### src/rtl/shift_rx.sv
//------------------------------------------------------------------------------
// shift_rx : serial-to-parallel receiver, MSB first, valid/ack delivery with
//            sticky framing (err_len) and overrun (ovr) flags.
// Optional : define SHIFT_RX_PARITY_EN for a trailing even-parity bit + perr.
// Revision : 1.0 - initial release
//------------------------------------------------------------------------------
`default_nettype none

module shift_rx #(
   parameter int bits = 8
) (
   input  logic            clk,
   input  logic            rst,
   input  logic            sin,
   input  logic            en,
   input  logic            eos,
   output logic [bits-1:0] Q,
   output logic            valid,
   input  logic            ack,
   output logic            busy,
   output logic            err_len,
   output logic            ovr,
`ifdef SHIFT_RX_PARITY_EN
   output logic            perr,
`endif
   input  logic            clr_err
);

`ifdef SHIFT_RX_PARITY_EN
   localparam int FL = bits + 1;
`else
   localparam int FL = bits;
`endif
   localparam int CW = $clog2(FL + 1);
   localparam logic [CW-1:0] LAST = CW'(FL - 1);

   typedef enum logic {S_IDLE, S_RECV} state_t;

   state_t            state_q;
   logic [CW-1:0]     cnt_q;
   logic [bits-1:0]   sr_q;
   logic [bits-1:0]   shift_d;
   logic [bits-1:0]   word_d;
   logic              last_bit;

   always_comb begin
      shift_d = {sr_q[bits-2:0], sin};
`ifdef SHIFT_RX_PARITY_EN
      // the parity bit arrives last and is never part of the word
      word_d  = sr_q;
`else
      word_d  = shift_d;
`endif
      last_bit = (cnt_q == LAST);
   end

   assign busy = (state_q == S_RECV);

   always_ff @(posedge clk) begin
      if (rst) begin
         state_q <= S_IDLE;
         cnt_q   <= '0;
         sr_q    <= '0;
         Q       <= '0;
         valid   <= 1'b0;
         err_len <= 1'b0;
         ovr     <= 1'b0;
`ifdef SHIFT_RX_PARITY_EN
         perr    <= 1'b0;
`endif
      end else begin
         // clears come first so that a same-cycle error set takes priority
         if (clr_err) begin
            err_len <= 1'b0;
            ovr     <= 1'b0;
`ifdef SHIFT_RX_PARITY_EN
            perr    <= 1'b0;
`endif
         end
         if (ack) valid <= 1'b0;

         case (state_q)
            S_IDLE: begin
               if (en) begin
                  if (eos) begin
                     err_len <= 1'b1;
                  end else begin
                     sr_q    <= shift_d;
                     cnt_q   <= CW'(1);
                     state_q <= S_RECV;
                  end
               end
            end
            S_RECV: begin
               if (!en) begin
                  err_len <= 1'b1;
                  state_q <= S_IDLE;
               end else begin
                  sr_q  <= shift_d;
                  cnt_q <= cnt_q + CW'(1);
                  if (eos || last_bit) state_q <= S_IDLE;
                  if (eos && last_bit) begin
`ifdef SHIFT_RX_PARITY_EN
                     if (^{sr_q, sin}) begin
                        perr <= 1'b1;
                     end else if (valid && !ack) begin
                        ovr <= 1'b1;
                     end else begin
                        Q     <= word_d;
                        valid <= 1'b1;
                     end
`else
                     if (valid && !ack) begin
                        ovr <= 1'b1;
                     end else begin
                        Q     <= word_d;
                        valid <= 1'b1;
                     end
`endif
                  end else if (eos || last_bit) begin
                     err_len <= 1'b1;
                  end
               end
            end
            default: state_q <= S_IDLE;
         endcase
      end
   end

endmodule

`default_nettype wire

### config.mk
export PLATFORM = sky130hd
export DESIGN_NAME = shift_rx
export DESIGN_NICKNAME = d
export VERILOG_FILES = /design/src/rtl/shift_rx.sv
export SDC_FILE = /design/constraint.sdc
export NUM_CORES = 1
export LEC_CHECK = 0
export ABC_AREA = 1
export CAP_MARGIN = 20
export CORE_UTILIZATION = 45
export CTS_CLUSTER_DIAMETER = 120
export CTS_CLUSTER_SIZE = 12
export DETAILED_ROUTE_END_ITERATION = 6
export PLACE_DENSITY = 0.71
export RECOVER_POWER = 100
export REMOVE_ABC_BUFFERS = 1
export SYNTH_ARGS = -nofsm -noshare
export SYNTH_HDL_FRONTEND = slang
export SYNTH_SLANG_ARGS = --single-unit
export TNS_END_PERCENT = 10
### constraint.sdc
create_clock -name clk -period 2.5 [get_ports clk]
set_clock_uncertainty 0.15 [all_clocks]
set_input_delay 0.375 -clock clk [delete_from_list [all_inputs] [get_ports clk]]
set_output_delay 0.375 -clock clk [all_outputs]
set_load 0.01 [all_outputs]
Word-level counts from Yosys, hierarchy flattened
Cells that the tools add are included.

operators by class
  div/mod/pow operators = 0
  add/subtract/negate cells = 1
  order comparisons = 0
  mux-type cells = 30
  bitwise gates (word level) = 2
  shift operators = 0
  reductions and logical operators = 6
  multiply operators = 0
  eq/ne operators = 4

operator list
  operator                                        count
  2-to-1 mux 7 bit                                3
  2-to-1 mux 1 bit                                20
  case mux 7 bit (2 select lines)                 1
  2-to-1 mux 4 bit                                3
  case mux 4 bit (2 select lines)                 1
  inequality test 2 bit (second input constant)   3
  adder 4 x 1 -> 4 bit (second input constant)    1
  == test 4 x 3 -> 1 bit (second input constant)  1
  case mux 1 bit (2 select lines)                 2
  AND reduction 4 bit                             1
  AND reduction 3 bit                             1
  logical AND 1 bit                               2
  inverter 1 bit                                  2
  logical NOT 1 bit                               1
  logical OR 1 bit                                1

word-level totals
  ROM bits = 0
  memories = 0
  bits in registers = 23
  output and inout bits = 12
  logic and storage cells = 50
  bits of input ports = 7
  latch bits = 0
  RAM bits = 0

Logic depth before layout (Yosys ltp)
Gate-level depths: netlist (run 1).

  depth in word-level cells = 6
  mapped depth = 7
  gate-level depth less buffers = 7

Worst setup path after synthesis (run 1)
Ideal clock, no wire load.

  path kind = register to register
  start = reg cnt_q[0]
  end = reg Q[0]
  library setup time = 113 ps
  data arrival time = 1044 ps
  buffers on the path = 0
  period minus slack after synthesis = 1307 ps
  stages on the path, launching flop included = 7
  setup slack = 1193 ps
  data required time = 2237 ps
  cell sequence = dfxtp_1 -> ha_1 -> nand3_1 -> nor2_2 -> nand3_1 -> nand2_1 -> nor2_1

between the ends
  cells in the longest elaborated chain, start to end = 3

ends and longest elaborated chain
  element                        RTL line  RTL
  from (decl)                    40        logic [CW-1:0] cnt_q;
  from (signal assigned)         100       cnt_q <= cnt_q + CW'(1);
  == test 4 x 3 -> 1 bit         54        last_bit = (cnt_q == LAST);
  logical AND 1 bit              102       if (eos && last_bit) begin
  AND reduction 4 bit (no line)  --
  to (signal assigned)           116       Q <= word_d;
  to (decl)                      17        output logic [bits-1:0] Q,

Every way passes these cells.
A chain may end at the register's enable or synchronous reset.

Worst setup path after layout (run 1)
  start = reg state_q, in the netlist busy
  end = out busy

RTL lines
  element                 RTL line  RTL
  from (decl)             39        state_t state_q;
  from (signal assigned)  61        state_q <= S_IDLE;
  from (signal assigned)  90        state_q <= S_RECV;
  from (signal assigned)  97        state_q <= S_IDLE;
  to (decl)               20        output logic busy,

No word-level cell between the ends.

==> results of run 1 <==
==> per-stage QoR <==
| step | hold slack [ps] | setup WS (ps) | cell area, um2 |
|---|---|---|---|
| finish | 317.2 | 593.5 | 1215 |
| detailed placement | 299.8 | 628.9 | 1194 |
| global route | 352.5 | 541.7 | 1215 |
| global placement | 303.7 | 674.8 | 1194 |
| CTS | 317.0 | 645.0 | 1220 |
| floorplan | 281.4 | 1189 | 979.7 |
==> how the worst max path moves through the flow <==
| stage | end | slack (ps) | cells past startpoint |
|---|---|---|---|
| floorplan | Q[0] | 1190 | 6 |
| global placement | Q[7] | 670 | 6 |
| detailed placement | Q[5] | 630 | 6 |
| CTS | busy | 640 | 1 |
| global route | busy | 540 | 1 |
| finish | busy | 590 | 1 |
==> layout by cell type (no fill, tap or decap) <==
cell and instances:
inv_1 18, clkbuf_1 1, nor2_1 25, inv_2 2, nor3_2 1, nor2_2 1, nor2_8 1, ha_1 1
nand4_1 2, dlygate4sd3_1 14, a21oi_1 13, nand2_1 23, clkdlybuf4s50_1 4, nand2_4 1, nand2_2 1, o21ai_0 9
clkbuf_4 3, dfxtp_1 23, nand3_1 14
==> registers in the layout, indices dropped and copies added (netlist names) <==
register,cells
err_len,1
sr_q,7
ovr,1
busy,1
Q,8
cnt_q,4
valid,1
==> layout make-up <==
| type | instances | area (um2) | share of cell area |
|---|---|---|---|
| Clock buffer | 4 | 26.28 | 0.02163 |
| Inverter | 20 | 75.07 | 0.06179 |
| Multi-Input combinational cell | 92 | 439.2 | 0.3615 |
| Sequential cell | 23 | 460.4 | 0.3790 |
| Tap cell | 27 | 33.78 | 0.02781 |
| Timing Repair Buffer | 18 | 180.2 | 0.1483 |
==> metal layers <==
layer,part of all wire,GRT usage,wire length [um]
met5,0,0,0
met4,0.017,0.07353,31
met3,0.047,0.01869,86
met2,0.44,0.2685,806
met1,0.49,0.2209,901
==> report_power, final <==
group	total [mW]	internal, mW	switching (mW)	leakage [nW]
registers	0.385	0.378	0.00631	0.187
clock network	0.170	0.0623	0.107	0.0150
logic	0.0595	0.0235	0.0360	0.339
total	0.614	0.464	0.150	0.541
==> kinds of logic after synthesis <==
logic type | after synthesis
compound gates | 22
fa+ha+maj | 1
buf+inv | 22
flops | 23
simple gates | 69
==> qor.csv, run 1 <==
metric;value;unit
status;finished clean;
p_leak;0.5414;nW
layout.cells.non_filler;184;
yosysMostFrequentCell;nor2_1;
min_period_over_period;0.7626;
grt-ovfl-total;0;
period_needed;1907;ps
totalWireLength;1826;um
synthCells;137;
antenna_found_initial;0;
synthSimpleGateAreaFrac;0.3241;
dpl.cell_count;180;
clockBufferDepth;2;
relSlewSlack;0.6386;
grt_max_degree;20;
portBuffers;18;
critPathKind;reg2out;
final_nets;166;
die_area;2397;um2
synth.cell_area;992.2;um2
peakVddDrop;0.3134;mV
vias_per_cell;4.832;
synth_xor_area_frac;0;
n_antenna_cell;0;
yosys-top-cells-count;nor2_1 (24), dfxtp_1 (23), nand2_1 (22), inv_1 (18), nand3_1 (14);
synth_flop_cell;dfxtp_1;
crit_slowest_cell;dlygate4sd3_1;
critPathArrivalTime;1380;ps
initial_core_util;0.4907;
hold-path-endpoint;sr_q[6];
avgSynthCellArea;7.242;um2
p_per_area;505.1;nW/um2
cts_resized;0;
worst-path-max-fanout;5;
area_growth;22.45;%
finalHoldViolCount;0;
die_h;48.96;um
core-area;2022;um2
clkTransAtPathRegs;120;ps
synth_top_family_by_area;simple AND/OR/NAND/NOR gates;
io_pins;19;
drt_iter0_drc;12;
timing.rr.start;cnt_q[0];
grt_pass1_wl;3160;um
cts_setup_buffers;0;
cp.buffers_inverters;1;
synth_fa_ha_area_frac;0.01261;
insertion_delay;310;ps
h-tree-depth;1;
seq_area_frac_synth;0.4641;
fmax;524.5;MHz
drive_gt1_frac;0.06369;
first_global_vias;764;
tightest_slew;540.8;ps
fill_cells;200;
cts_root_buf;clkbuf_4;
holdPathStages;2;
synth.ff_latch_count;23;
globalplace.congestion;0.7942;
synthDistinctLibCells;17;
critical_path.endpoint_type;primary output;
cp_top_family;buffers and inverters;
synth_async_sr_flop_share;0;
final_util;0.6009;
ys_top_cells_by_area;dfxtp_1 (46%), nor2_1 (9.1%), nand2_1 (8.3%), nand3_1 (7.1%), inv_1 (6.8%);
ff2ff_path_depth;6;
rsz0062_at_grt;false;
via_count;889;
ys.warnings.count;0;
hold_path_class;reg2reg;
critPathLaunchType;register;
crit_required;1980;ps
cts_tree;built;
synth.top_cell.area_share;0.4641;
dpl.hpwl;1377;um
postCtsHoldBufs;0;
cts_num_sinks;23;
slowest_delay;630;ps
crit_path_cell_trace;dlygate4sd3_1;
setup-violations-final;0;
die_w;48.96;um
rows;16;
drc;0;
cts_buffers;3;
synth-compound-area-share;0.1110;
drtPass1Iterations;4;
critical_path.startpoint;busy;
hp-start;sr_q[6];
track_usage;0.1657;
wl_per_cell;9.924;um
r2r_end;Q[1];
synth_edf_count;0;
finalPower;0.6136;mW
r2r_slack;810;ps
synthMuxAreaShare;0;
ant_nets;0;
slew_violations;0;
cap_violations;0;
synth_area_leader_cell;dfxtp_1;
tns;0;ps
Power figures use the tool's default switching activity.
==> inputs of run 2 (changes only) <==
==> constraint.sdc (replaced) <==
create_clock -name clk -period 1.8 [get_ports clk]
set_clock_uncertainty 0.15 [all_clocks]
set_input_delay 0.27 -clock clk [delete_from_list [all_inputs] [get_ports clk]]
set_output_delay 0.27 -clock clk [all_outputs]
set_load 0.01 [all_outputs]
==> qor.csv, run 2 (synthesis gave the netlist of run 1 again) <==
metric;value;unit;change
wl_per_cell;9.797;um;-1.3%
layout.cells.non_filler;187;;+1.6%
placed_area;1229;um2;+2.9%
drive_gt1_frac;0.1000;;+0.03631
worst-path-max-fanout;2;;-3
cp_top_family;buffers and inverters;;
clkTransAtPathRegs;130;ps;about the same
postCtsHoldBufs;0;;unchanged
via_count;870;;-2.1%
crit_required;1380;ps;-600 ps
critPathArrivalTime;1270;ps;-110 ps
period_needed;1686;ps;
h-tree-depth;1;;unchanged
cts_setup_buffers;0;;unchanged
cts_resized;0;;unchanged
critPathKind;reg2out;;
peakVddDrop;0.4317;mV;+38%
fmax;593.0;MHz;
rows;16;;unchanged
crit_slowest_cell;dlygate4sd3_1;;
setup_slack;113.5;ps;-480.0 ps
min_period_over_period;0.9369;;
final_nets;169;;+1.8%
p_leak;0.5599;nW;+3.4%
die_w;48.96;um;unchanged
grt-ovfl-total;0;;unchanged
slew_violations;0;;unchanged
final_cell_mix;nor2_1 (24), nand2_1 (23), dfxtp_1 (22), inv_1 (18), nand3_1 (14);;
totalWireLength;1832;um;+0.33%
finalHoldViolCount;0;;unchanged
slowest_delay;600;ps;-30 ps
cts_num_sinks;23;;unchanged
stdcell_area;1255;um2;+3.3%
relSlewSlack;0.6378;;-0.0007670
cp.buffers_inverters;1;;unchanged
track_usage;0.1723;;+0.006601
cap_violations;0;;unchanged
critical_path.endpoint_type;primary output;;
final_common_cell;nor2_1;;
die_h;48.96;um;unchanged
globalplace.congestion;0.8312;;+4.7%
vias_per_cell;4.652;;-3.7%
clockBufferDepth;2;;unchanged
insertion_delay;310;ps;about the same
grt_max_degree;20;;unchanged
drc;0;;unchanged
initial_core_util;0.4907;;unchanged
hold_path_class;reg2reg;;
cts_buffers;3;;unchanged
area_growth;26.48;%;
place_ws;87.43;ps;-541.5 ps
dpl.cell_count;183;;+1.7%
setup-violations-final;0;;unchanged
top_register;Q;;
tightest_slew;541.9;ps;+1.148 ps
ant_nets;0;;unchanged
dpl.hpwl;1430;um;+3.8%
core-area;2022;um2;unchanged
drtPass1Iterations;4;;unchanged
rsz0062_at_grt;false;;
cts_root_buf;clkbuf_4;;
drt_iter0_drc;18;;+6
fill_cells;197;;-1.5%
reg_top3;Q (8), sr_q (7), cnt_q (4);;
tns;0;ps;unchanged
p_per_area;687.9;nW/um2;+36%
io_pins;19;;unchanged
largest_reg_flops;8;;unchanged
cts_tree;built;;
grt_pass1_wl;3243;um;+2.6%
n_antenna_cell;0;;unchanged
portBuffers;18;;unchanged
status;finished clean;;
antenna_found_initial;0;;unchanged
critPathLaunchType;register;;
crit_path_cell_trace;dlygate4sd3_1;;
first_global_vias;796;;+4.2%
die_area;2397;um2;unchanged
## run 2: final timing paths
path              startpoint  endpoint  slack [ps]  cells past startpoint
setup / recovery        Q[6]      Q[6]         110                      1
hold / removal           ovr       ovr         310                      2
setup reg to reg    cnt_q[0]      Q[3]         270                      6
hold reg to reg          ovr       ovr         310                      2
## run 2: metrics by stage
stage | utilization | hold WS [ps] | total power [mW]
after floorplan | - | 189.1 | 0.5946
after detailed placement | 0.6077 | 301.5 | 0.6403
final | 0.6207 | 312.6 | 0.8633
after global placement | 0.6077 | 301.6 | 0.6376
after CTS | 0.6213 | 319.1 | 0.8727
after global routing | 0.6207 | 336.6 | 0.9107
## run 2: area by class of cell
type                            instances  area, um2  share of cell area
Sequential cell                        23      461.7              0.3679
Multi-Input combinational cell         92      441.7              0.3519
Timing Repair Buffer                   21      215.2              0.1715
Inverter                               20      75.07             0.05982
Tap cell                               27      33.78             0.02692
Clock buffer                            3      22.52             0.01795
Clock inverter                          1      5.005            0.003988
## run 2: metal layers
| metal | track usage | part of all wire | vias to the layer above |
|---|---|---|---|
| li1 | - | - | 480 |
| met1 | 0.2248 | 0.51 | 369 |
| met3 | 0.03115 | 0.045 | 4 |
| met4 | 0.06863 | 0.013 | 0 |
| met5 | 0 | 0 | - |
| met2 | 0.2801 | 0.43 | 17 |
## run 2: power by group
group | internal, mW | switching [mW] | total [mW]
Clock | 0.0828 | 0.153 | 0.235
Sequential | 0.526 | 0.00919 | 0.535
Combinational | 0.0412 | 0.0518 | 0.0930
Total | 0.650 | 0.214 | 0.863
## run 2: worst register-to-register path: cells and delay by family (launching register included)
kind | cells | cell delay (ps)
simple gates | 5 | 650
fa+ha+maj | 1 | 240
flops | 1 | 390
==> inputs of run 3 (changes only) <==
--- a/config.mk
+++ b/config.mk
@@ -14,6 +14,7 @@
 export PLACE_DENSITY = 0.71
 export RECOVER_POWER = 100
 export REMOVE_ABC_BUFFERS = 1
+export SLEW_MARGIN = 15
 export SYNTH_ARGS = -nofsm -noshare
 export SYNTH_HDL_FRONTEND = slang
 export SYNTH_SLANG_ARGS = --single-unit
==> results of run 3 <==
The final DEF is identical to that of run 2; final timing and power are the same.
